[src/rtl/key_debounce_pkg.sv]
// Shared definitions for the key debouncer: state encodings and default stability length.
package key_debounce_pkg;

    localparam int DEFAULT_STABLE_CYCLES = 4;

    localparam logic [1:0] ENC_LOW      = 2'b00;
    localparam logic [1:0] ENC_CHK_HIGH = 2'b01;
    localparam logic [1:0] ENC_HIGH     = 2'b10;
    localparam logic [1:0] ENC_CHK_LOW  = 2'b11;

    typedef enum logic [1:0] {
        LOW      = ENC_LOW,
        CHK_HIGH = ENC_CHK_HIGH,
        HIGH     = ENC_HIGH,
        CHK_LOW  = ENC_CHK_LOW
    } state_t;

endpackage

[src/rtl/sync_2ff.sv]
// Multi-flop synchroniser for a single asynchronous bit (two stages by default).
// Shared by every asynchronous input; synchronous active-low reset clears all stages.
module sync_2ff #(
    parameter int STAGES = 2
) (
    input  logic Clock,
    input  logic Reset,
    input  logic d,
    output logic q
);

    logic [STAGES-1:0] stage_reg;

    genvar gi;
    generate
        for (gi = 0; gi < STAGES; gi++) begin : g_stage
            if (gi == 0) begin : g_first
                always_ff @(posedge Clock) begin
                    if (!Reset) begin
                        stage_reg[gi] <= 1'b0;
                    end else begin
                        stage_reg[gi] <= d;
                    end
                end
            end else begin : g_next
                always_ff @(posedge Clock) begin
                    if (!Reset) begin
                        stage_reg[gi] <= 1'b0;
                    end else begin
                        stage_reg[gi] <= stage_reg[gi-1];
                    end
                end
            end
        end
    endgenerate

    assign q = stage_reg[STAGES-1];

endmodule

[src/rtl/key_debounce.sv]
// Debounces a raw key level into a clean A plus one-cycle rise/fall strobes.
// Optional abort counter (glitch_cnt) is built when DEBOUNCE_GLITCH_CNT_EN is defined.
module key_debounce
    import key_debounce_pkg::*;
#(
    parameter  int STABLE_CYCLES = DEFAULT_STABLE_CYCLES,
    localparam int CNT_W         = $clog2(STABLE_CYCLES + 1)
) (
    input  logic       Clock,
    input  logic       Reset,
    input  logic       key_in,
    output logic       A,
    output logic       A_rise,
    output logic       A_fall
`ifdef DEBOUNCE_GLITCH_CNT_EN
    ,
    output logic [7:0] glitch_cnt
`endif
);

    localparam logic [CNT_W-1:0] CNT_ONE = CNT_W'(1);
    localparam logic [CNT_W-1:0] CNT_MAX = CNT_W'(STABLE_CYCLES);

    logic             s;
    state_t           state_reg, state_next;
    logic [CNT_W-1:0] cnt_reg, cnt_next;
    logic             a_reg, a_next;
    logic             rise_reg, rise_next;
    logic             fall_reg, fall_next;

    sync_2ff #(
        .STAGES(2)
    ) u_sync (
        .Clock(Clock),
        .Reset(Reset),
        .d    (key_in),
        .q    (s)
    );

    always_ff @(posedge Clock) begin
        if (!Reset) begin
            state_reg <= LOW;
            cnt_reg   <= '0;
            a_reg     <= 1'b0;
            rise_reg  <= 1'b0;
            fall_reg  <= 1'b0;
        end else begin
            state_reg <= state_next;
            cnt_reg   <= cnt_next;
            a_reg     <= a_next;
            rise_reg  <= rise_next;
            fall_reg  <= fall_next;
        end
    end

    // The counter starts at 1 on entry to a check state: the entering sample counts as the first.
    always_comb begin
        state_next = state_reg;
        cnt_next   = cnt_reg;
        a_next     = a_reg;
        rise_next  = 1'b0;
        fall_next  = 1'b0;
        case (state_reg)
            LOW: begin
                a_next = 1'b0;
                if (s) begin
                    state_next = CHK_HIGH;
                    cnt_next   = CNT_ONE;
                end else begin
                    cnt_next   = '0;
                end
            end
            CHK_HIGH: begin
                if (!s) begin
                    state_next = LOW;
                    cnt_next   = '0;
                end else if (cnt_reg == CNT_MAX) begin
                    state_next = HIGH;
                    a_next     = 1'b1;
                    rise_next  = 1'b1;
                    cnt_next   = '0;
                end else begin
                    cnt_next   = cnt_reg + CNT_ONE;
                end
            end
            HIGH: begin
                a_next = 1'b1;
                if (!s) begin
                    state_next = CHK_LOW;
                    cnt_next   = CNT_ONE;
                end else begin
                    cnt_next   = '0;
                end
            end
            CHK_LOW: begin
                if (s) begin
                    state_next = HIGH;
                    cnt_next   = '0;
                end else if (cnt_reg == CNT_MAX) begin
                    state_next = LOW;
                    a_next     = 1'b0;
                    fall_next  = 1'b1;
                    cnt_next   = '0;
                end else begin
                    cnt_next   = cnt_reg + CNT_ONE;
                end
            end
            default: begin
                state_next = LOW;
                a_next     = 1'b0;
                cnt_next   = '0;
            end
        endcase
    end

    assign A      = a_reg;
    assign A_rise = rise_reg;
    assign A_fall = fall_reg;

`ifdef DEBOUNCE_GLITCH_CNT_EN
    logic       glitch_event;
    logic [7:0] glitch_cnt_reg;

    assign glitch_event = ((state_reg == CHK_HIGH) && !s) ||
                          ((state_reg == CHK_LOW)  &&  s);

    // Saturates so a noisy line cannot wrap the count back to a small value.
    always_ff @(posedge Clock) begin
        if (!Reset) begin
            glitch_cnt_reg <= 8'd0;
        end else if (glitch_event && (glitch_cnt_reg != 8'hFF)) begin
            glitch_cnt_reg <= glitch_cnt_reg + 8'd1;
        end
    end

    assign glitch_cnt = glitch_cnt_reg;
`endif

endmodule

[config.mk]
export PLATFORM = sky130hd
export DESIGN_NAME = key_debounce
export DESIGN_NICKNAME = d
export VERILOG_FILES = /design/src/rtl/key_debounce_pkg.sv /design/src/rtl/sync_2ff.sv /design/src/rtl/key_debounce.sv
export SDC_FILE = /design/constraint.sdc
export NUM_CORES = 1
export LEC_CHECK = 0
export ABC_CLOCK_PERIOD_IN_PS = 2600
export CORE_MARGIN = 2
export CORE_UTILIZATION = 40
export CTS_CLUSTER_DIAMETER = 30
export DETAILED_ROUTE_END_ITERATION = 10
export GPL_TIMING_DRIVEN = 0
export HOLD_SLACK_MARGIN = 0.03
export SLEW_MARGIN = 20
export SYNTH_ARGS = -nofsm -noshare
export SYNTH_HDL_FRONTEND = slang
export SYNTH_SLANG_ARGS = --single-unit
export TNS_END_PERCENT = 1
[constraint.sdc]
create_clock -name Clock -period 2.6 [get_ports Clock]
set_input_delay 0.52 -clock Clock [delete_from_list [all_inputs] [get_ports Clock]]
set_output_delay 0.52 -clock Clock [all_outputs]
set_load 0.02 [all_outputs]
# Word-level counts from Yosys, hierarchy flattened
# Cells that the tools add are included.
[word_totals]
ff_bits = 10
inputBits = 3
elab_cells = 46
[op_classes]
add_sub_neg = 1
eq_ne = 12
mux = 19
bitwise_logic = 2
n_reduce_logical = 5
[ops]
columns = ["cell", "n"]
rows = [
  ["$mux W2", 6],
  ["$pmux W3 S4", 1],
  ["$mux W3", 3],
  ["$ne A2 B2 Y1 const B", 4],
  ["$pmux W2 S4", 1],
  ["$reduce_and A4 Y1", 2],
  ["$mux W1", 7],
  ["$eq A2 B2 Y1 const B", 2],
  ["$ne A2 B1 Y1 const B", 2],
  ["$pmux W1 S4", 1],
  ["$add A3 B1 Y3 const B", 1],
  ["$eq A3 B3 Y1 const B", 1],
  ["$ne A3 B2 Y1 const B", 1],
  ["$ne A3 B3 Y1 const B", 1],
  ["$reduce_and A3 Y1", 1],
  ["$reduce_or A3 Y1", 1],
  ["$eq A2 B1 Y1 const B", 1],
  ["$logic_not A2 Y1", 1],
  ["$not A1 Y1", 2],
]

# Depth between registers and ports, before layout
# Gate-level depths: netlist (run 1).
[depth]
ltp_word = 4
depth_mapped = 5
mapped_depth_nobuf = 5

# Cells and area by module
# From an unflattened synthesis (run 1), not the netlist that was laid out.
[unflattened]
cells_unflattened = 54
hier_area_um2 = 531.8
[by_module_without_submodules]
columns = ["mod", "n_inst", "cells_per_inst", "area_per_inst_um2", "seq_area_each_um2"]
rows = [
  ["key_debounce", 1, 50, 479.2, 160.2],
  ["sync_2ff", 1, 4, 52.6, 40.0],
]

# Worst setup path before layout (run 1)
# Ideal clock, no wire load.
[synth_timing]
path_type = "flip-flop to flip-flop"
start = "register state_reg[0]"
end = "register (tool-made name)"
t_arrival_ns = 1.302
required_time_ns = 2.528
path_slack_ns = 1.227
path_stages_with_launch = 6
path_buffers = 0
synth_period_minus_slack_ns = 1.373
path_cell_list = "dfxtp_1 > inv_1 > ha_1 > mux2_4 > a211oi_2 > mux2i_1"
[synth_rtl]
columns = ["element", "line", "source"]
rows = [
  ["from (decl)", "key_debounce.sv:25", "state_t state_reg, state_next;"],
  ["from (signal assigned)", "key_debounce.sv:48", "state_reg <= state_next;"],
]

# Worst setup path in the final report (run 1)
[layout_timing]
start = "register a_reg (netlist: A)"
end = "output port A"
[layout_rtl]
columns = ["element", "line", "source"]
rows = [
  ["from (decl)", "key_debounce.sv:27", "logic a_reg, a_next;"],
  ["from (signal assigned)", "key_debounce.sv:50", "a_reg <= a_next;"],
  ["to (decl)", "key_debounce.sv:12", "output logic A,"],
]
# No word-level cell between the ends.

==> results of run 1 <==
[layout make-up]
| class | instances | area [µm²] | share of cell area, % |
|---|---|---|---|
| multi-input cells | 36 | 300 | 47.0 |
| flip-flops and latches | 10 | 200 | 31.3 |
| repair buffers | 5 | 50.0 | 7.83 |
| clock buffers | 4 | 36.3 | 5.68 |
| inverters | 5 | 18.8 | 2.94 |
| well taps | 15 | 18.8 | 2.94 |
| plain buffers | 2 | 15.0 | 2.35 |
[power by group through the flow]
stage,Sequential (W),Clock [W],Combinational [W]
finish,0.000167,0.000141,0.0000621
CTS,0.000167,0.000147,0.0000630
global route,0.000168,0.000151,0.0000716
global placement,0.000170,0,0.0000620
detailed placement,0.000170,0,0.0000628
floorplan,0.000172,0,0.0000464
[final timing paths]
kind	depth (start not counted)	from	endpoint	slack, ns
max reg2reg	5	state_reg[0]	register	1.07
max	1	A	A	0.89
min	1	u_sync.stage_reg[0]	u_sync.q	0.43
min reg2reg	1	u_sync.stage_reg[0]	u_sync.q	0.43
[kinds of logic after synthesis]
family | after synthesis
flops | 10
mux | 5
buf+inv | 7
compound gates | 6
xor+xnor | 1
fa+ha+maj | 7
simple gates | 17
[synthesized netlist by cell type (all sizes together)]
master	instances
dfxtp	10
ha	7
nand2	6
inv	5
and2	3
mux2	3
and4	2
mux2i	2
nor2	2
a211oi	1
a21oi	1
a311oi	1
and2b	1
buf	1
clkbuf	1
nand3	1
nor3b	1
o21ai	1
o221a	1
o22ai	1
or2	1
xor2	1
[worst reg2reg max path: stages, from the launching register on]
cell      delay (ns)
dfxtp_1         0.40
inv_1           0.12
ha_1            0.24
mux2_4          0.27
a211oi_2        0.23
mux2i_1         0.20
[metrics by stage]
step / worst slack [ns] / hold slack, ns / total power, W / instance area (µm²)
6_report: 0.888 / 0.434 / 0.000370 / 639
5_1_grt: 0.847 / 0.456 / 0.000391 / 639
4_1_cts: 0.869 / 0.438 / 0.000377 / 639
3_5_place_dp: 0.971 / 0.422 / 0.000233 / 603
3_3_place_gp: 0.973 / 0.415 / 0.000232 / 603
2_1_floorplan: 1.23 / 0.412 / 0.000218 / 534
[metal layers]
layer  vias up  global-route usage, %  part of all wire [%]
li1        195                      -                     -
met1       163                   12.5                    49
met2         7                   20.2                    45
met3         0                   8.33                   5.2
met4         0                   5.00                     0
met5         -                      0                     0
==> metrics, run 1 <==
status=completed; CTS H-tree lvls=1; xor/xnor share of the synthesized area=1.64%; max cap viols=0; DP HPWL=roughly 620 µm; Yosys top cell area share=around 37%; setup repair bufs after CTS=0; number of cell rows=13; CP Launch Type=register; initial antenna violation count=0; switch share=24.7%; I/O pin count=6; Slew @ Worst Pin=about 0.37 ns; number of port buffers=5; Tmin final=approximately 1.7 ns; compound-cell area share of the yosys netlist=9.13%; Critical Path Slowest Stage Cell=clkdlybuf4s50_1; Fill cells=132; CTS Root Cell=clkbuf_4; initial core utilization=42.1%; Vias/cell=4.74; Longest Clk Path Bufs=2; Mapped Avg Cell Area=10.1 µm²; Cells after DPL=73; commonest non-fill, non-tap cells in the layout=10 x dfxtp_1, 7 x ha_1, 6 x nand2_1; #FFs+latches synth=10; Die Ht=40.5 µm; switching pwr=0.0000913 W; maximum vdd drop=277 µV; sequential power share=45.2%; CTS clk-pin slew, worst paths=around 0.070 ns; CTS Hold Buffers Added=0; Setup Viol. Count Final=0; ordered cell list for the critical path=clkdlybuf4s50_1; Yosys Warn Count=0; layout cells sized above 1=around 16%; Core Region=roughly 1300 µm²; adder-cell area share of the yosys netlist=16.4%; biggest area consumer among synthesized cells=dfxtp_1; Pins Over Slew Limit=0; final core utilization=between 50 and 60%; via count=365; internal power=0.000278 W; Peak Freq=584 MHz; Total Wirelength=806 µm; Clock Sinks=10; die outline width=40.5 µm; RSZ-0062 raised after global routing=no; Final period util=between 60% and 70%; total CTS buffers=3; grt ovf=0; CTS tree=yes; Syn-to-layout area delta=19.7%; HP Class=register to register; DRC=0; post-synthesis mux area share=11.5%; Synth area leaders=dfxtp_1 37%, ha_1 16%, mux2_4 5.6%, nand2_1 4.2%, mux2i_1 3.7%; Final Hold Fails=0; Gate power share=16.8%; Final ANT Viol Nets=0; number of global-route vias before repair=307; WL/cell=10.5 µm; Worst Clk Skew=0.00307 ns; clk_lat worst skew=0.26 ns; syn_nets=63; sequential fraction of the synthesis area=37.5%; Slew HR=75.1%; Final Instance Count excl. Fillers=77; Arrival @ worst endpoint=1.19 ns; Initial DRT Pass Iterations=4; gp weighted congestion=0.746; commonest non-fill, non-tap cell in the layout=dfxtp_1; number of antenna diodes=0; Initial DRC Count=4; Largest delay share family, worst path=buffers and inverters; first-pass GRT wire length=between 1000 and 1500 µm; Final TNS setup=0 ns; Worst EP required=2.08 ns; Layout Nets=73; cts repair resizes=0; Synth Instances=53; kind of critical path=register to output port; Clock power frac=roughly 38%; pin count of the biggest net entering global routing=11; Syn Std Cell Area=534 µm²; pwr dens=578 nW/µm²; gr usage total=12.5%; Max FO, Critical Path=2; WP buf/inv=1; die area=1640 µm²; slowest stage delay, CP=about 0.60 ns; largest family of logic cells by synthesized area=simple AND/OR/NAND/NOR gates; simple-gate share of the synthesized area=17.6%; max reg flops=3; crit path capture type=output port; Netlist cell types=23; Leak=0.278 nW
(Power assumes the default switching activity.)
==> inputs of run 2 (changes only) <==
--- a/config.mk
+++ b/config.mk
@@ -5,7 +5,7 @@
 export SDC_FILE = /design/constraint.sdc
 export NUM_CORES = 1
 export LEC_CHECK = 0
-export ABC_CLOCK_PERIOD_IN_PS = 2600
+export ABC_CLOCK_PERIOD_IN_PS = 1390
 export CORE_MARGIN = 2
 export CORE_UTILIZATION = 40
 export CTS_CLUSTER_DIAMETER = 30
==> constraint.sdc (replaced) <==
create_clock -name Clock -period 1.39 [get_ports Clock]
set_input_delay 0.278 -clock Clock [delete_from_list [all_inputs] [get_ports Clock]]
set_output_delay 0.278 -clock Clock [all_outputs]
set_load 0.02 [all_outputs]
==> run 2 against run 1 <==
  * The run now ends with negative setup slack left
  * Worst setup slack got worse by 0.89 ns
  * Register-to-register slack worse by 1.1 ns
  * Non-clock buffer count rose by 1
  * Clock-buffer cell count unchanged
  * Largest cell class unchanged
  * Highest routed layer unchanged
==> metrics, run 2 (synthesized netlist as in run 1, its figures left out) <==
CTS tree=yes (unchanged); Die Ht=40.5 µm (unchanged); die area=1640 µm² (unchanged); number of cell rows=13 (unchanged); HP Class=register to register (unchanged); via count=379 (was 365); Longest Clk Path Bufs=2 (unchanged); number of port buffers=5 (unchanged); final core utilization=53.1% (was 50.4%); dpl cell area=603 µm² (unchanged); WHS=0.433 ns (was 0.434 ns); total CTS buffers=3 (unchanged); crit path setup slack, layout=-0.00720 ns (was 0.888 ns); max cap viols=0 (unchanged); commonest non-fill, non-tap cell in the layout=dfxtp_1 (unchanged); die outline width=40.5 µm (unchanged); kind of critical path=register to register (was register to output port); Total Wirelength=835 µm (was 806 µm); CTS Hold Buffers Added=0 (unchanged); Cells after DPL=73 (unchanged); CTS H-tree lvls=1 (unchanged); status=finished, violations left (was completed); grt ovf=0 (unchanged); Final Hold Fails=0 (unchanged); Arrival @ worst endpoint=1.58 ns (was 1.19 ns); pwr dens=1040 nW/µm² (was 578 nW/µm²); Final Instance Count excl. Fillers=78 (was 77); number of global-route vias before repair=307 (unchanged); gp weighted congestion=0.746 (unchanged); Slew @ Worst Pin=0.360 ns (was 0.374 ns); Leak=0.294 nW (was 0.278 nW); DP HPWL=623 µm (unchanged); commonest non-fill, non-tap cells in the layout=8 x dfxtp_1, 6 x nand2_1 (was 10 x dfxtp_1, 7 x ha_1, 6 x nand2_1); crit path capture type=register (was output port); Finished Cell Area=673 µm² (was 639 µm²); max reg flops=3 (unchanged); CP Launch Type=register (unchanged); Layout Nets=74 (was 73); Tmin final=1.40 ns; DRC=0 (unchanged); Initial DRC Count=4 (unchanged); maximum vdd drop=527 µV (was 277 µV); Final period util=101%; Worst Clk Skew=0.00460 ns (was 0.00307 ns); initial core utilization=42.1% (unchanged); number of antenna diodes=0 (unchanged); clk_lat worst skew=0.26 ns (about the same); Fill cells=129 (was 132); WL/cell=10.7 µm (was 10.5 µm); CTS Root Cell=clkbuf_4 (unchanged); Final ANT Viol Nets=0 (unchanged); Vias/cell=4.86 (was 4.74); RSZ-0062 raised after global routing=yes (was no); Core Region=1270 µm² (unchanged); Clock Sinks=10 (unchanged); Syn-to-layout area delta=26.0% (was 19.7%); Pins Over Slew Limit=0 (unchanged); first-pass GRT wire length=1280 µm (unchanged); Slew HR=76.0% (was 75.1%); Worst EP required=1.58 ns (was 2.08 ns); Max FO, Critical Path=5 (was 2); I/O pin count=6 (unchanged); pin count of the biggest net entering global routing=11 (unchanged); CTS clk-pin slew, worst paths=0.07 ns (about the same); Setup Viol. Count Final=1 (was 0); gr usage total=12.5% (unchanged); failing checks=negative setup slack; initial antenna violation count=0 (unchanged); layout cells sized above 1=30.2% (was 16.1%); Peak Freq=about 700 MHz; Initial DRT Pass Iterations=2 (was 4)
run 2: area by class of cell:
class	count	area, µm²	area share, %
clock buffer	4	36.3	5.39
timing repair buffer	6	53.8	7.99
tap	15	18.8	2.79
multi-input combinational	36	320	47.6
sequential	10	208	30.9
buffer	2	15.0	2.23
inverter	5	21.3	3.16
run 2: report_power, final:
group	internal [W]	switching (W)	total, W
Clock	0.000159	0.000102	0.000261
Sequential	0.000302	0.0000143	0.000316
Combinational	0.0000634	0.0000580	0.000121
Total	0.000525	0.000174	0.000699
run 2: path summary, 6_finish.rpt:
kind,start,to,slack (ns),depth (start not counted)
worst max-delay path,state_reg[0],register,-0.007,4
worst min register to register,u_sync.stage_reg[0],u_sync.q,0.43,1
worst max register to register,state_reg[0],register,-0.007,4
worst min-delay path,u_sync.stage_reg[0],u_sync.q,0.43,1
run 2: worst max-delay path, cell delays in order, from the launching register on:
cell      delay [ns]
dfxtp_4         0.37
ha_2            0.20
mux2_4          0.30
a211oi_2        0.25
mux2i_1         0.20
run 2: routing by layer:
layer	vias to the layer above	track usage [%]	share of wire, %
met5	-	0	0
met4	0	5.00	0
met3	0	8.33	6.2
met2	9	20.2	49
met1	170	12.5	45
li1	200	-	-
run 2: through the flow:
| step | setup TNS (ns) | worst slack (ns) | total power [W] |
|---|---|---|---|
| 2_1_floorplan | 0 | 0.0166 | 0.000408 |
| 3_3_place_gp | -0.240 | -0.0759 | 0.000434 |
| 3_5_place_dp | -0.322 | -0.0954 | 0.000436 |
| 4_1_cts | -0.0000300 | -0.0000300 | 0.000707 |
| 5_1_grt | -0.0908 | -0.0908 | 0.000738 |
| 6_report | -0.00720 | -0.00720 | 0.000699 |
run 2: timing repair:
item                                    CTS  global route
buffers inserted                          0             1
pin swaps                                 1             1
resized for setup                         8             7
endpoints found under the setup margin    8             4
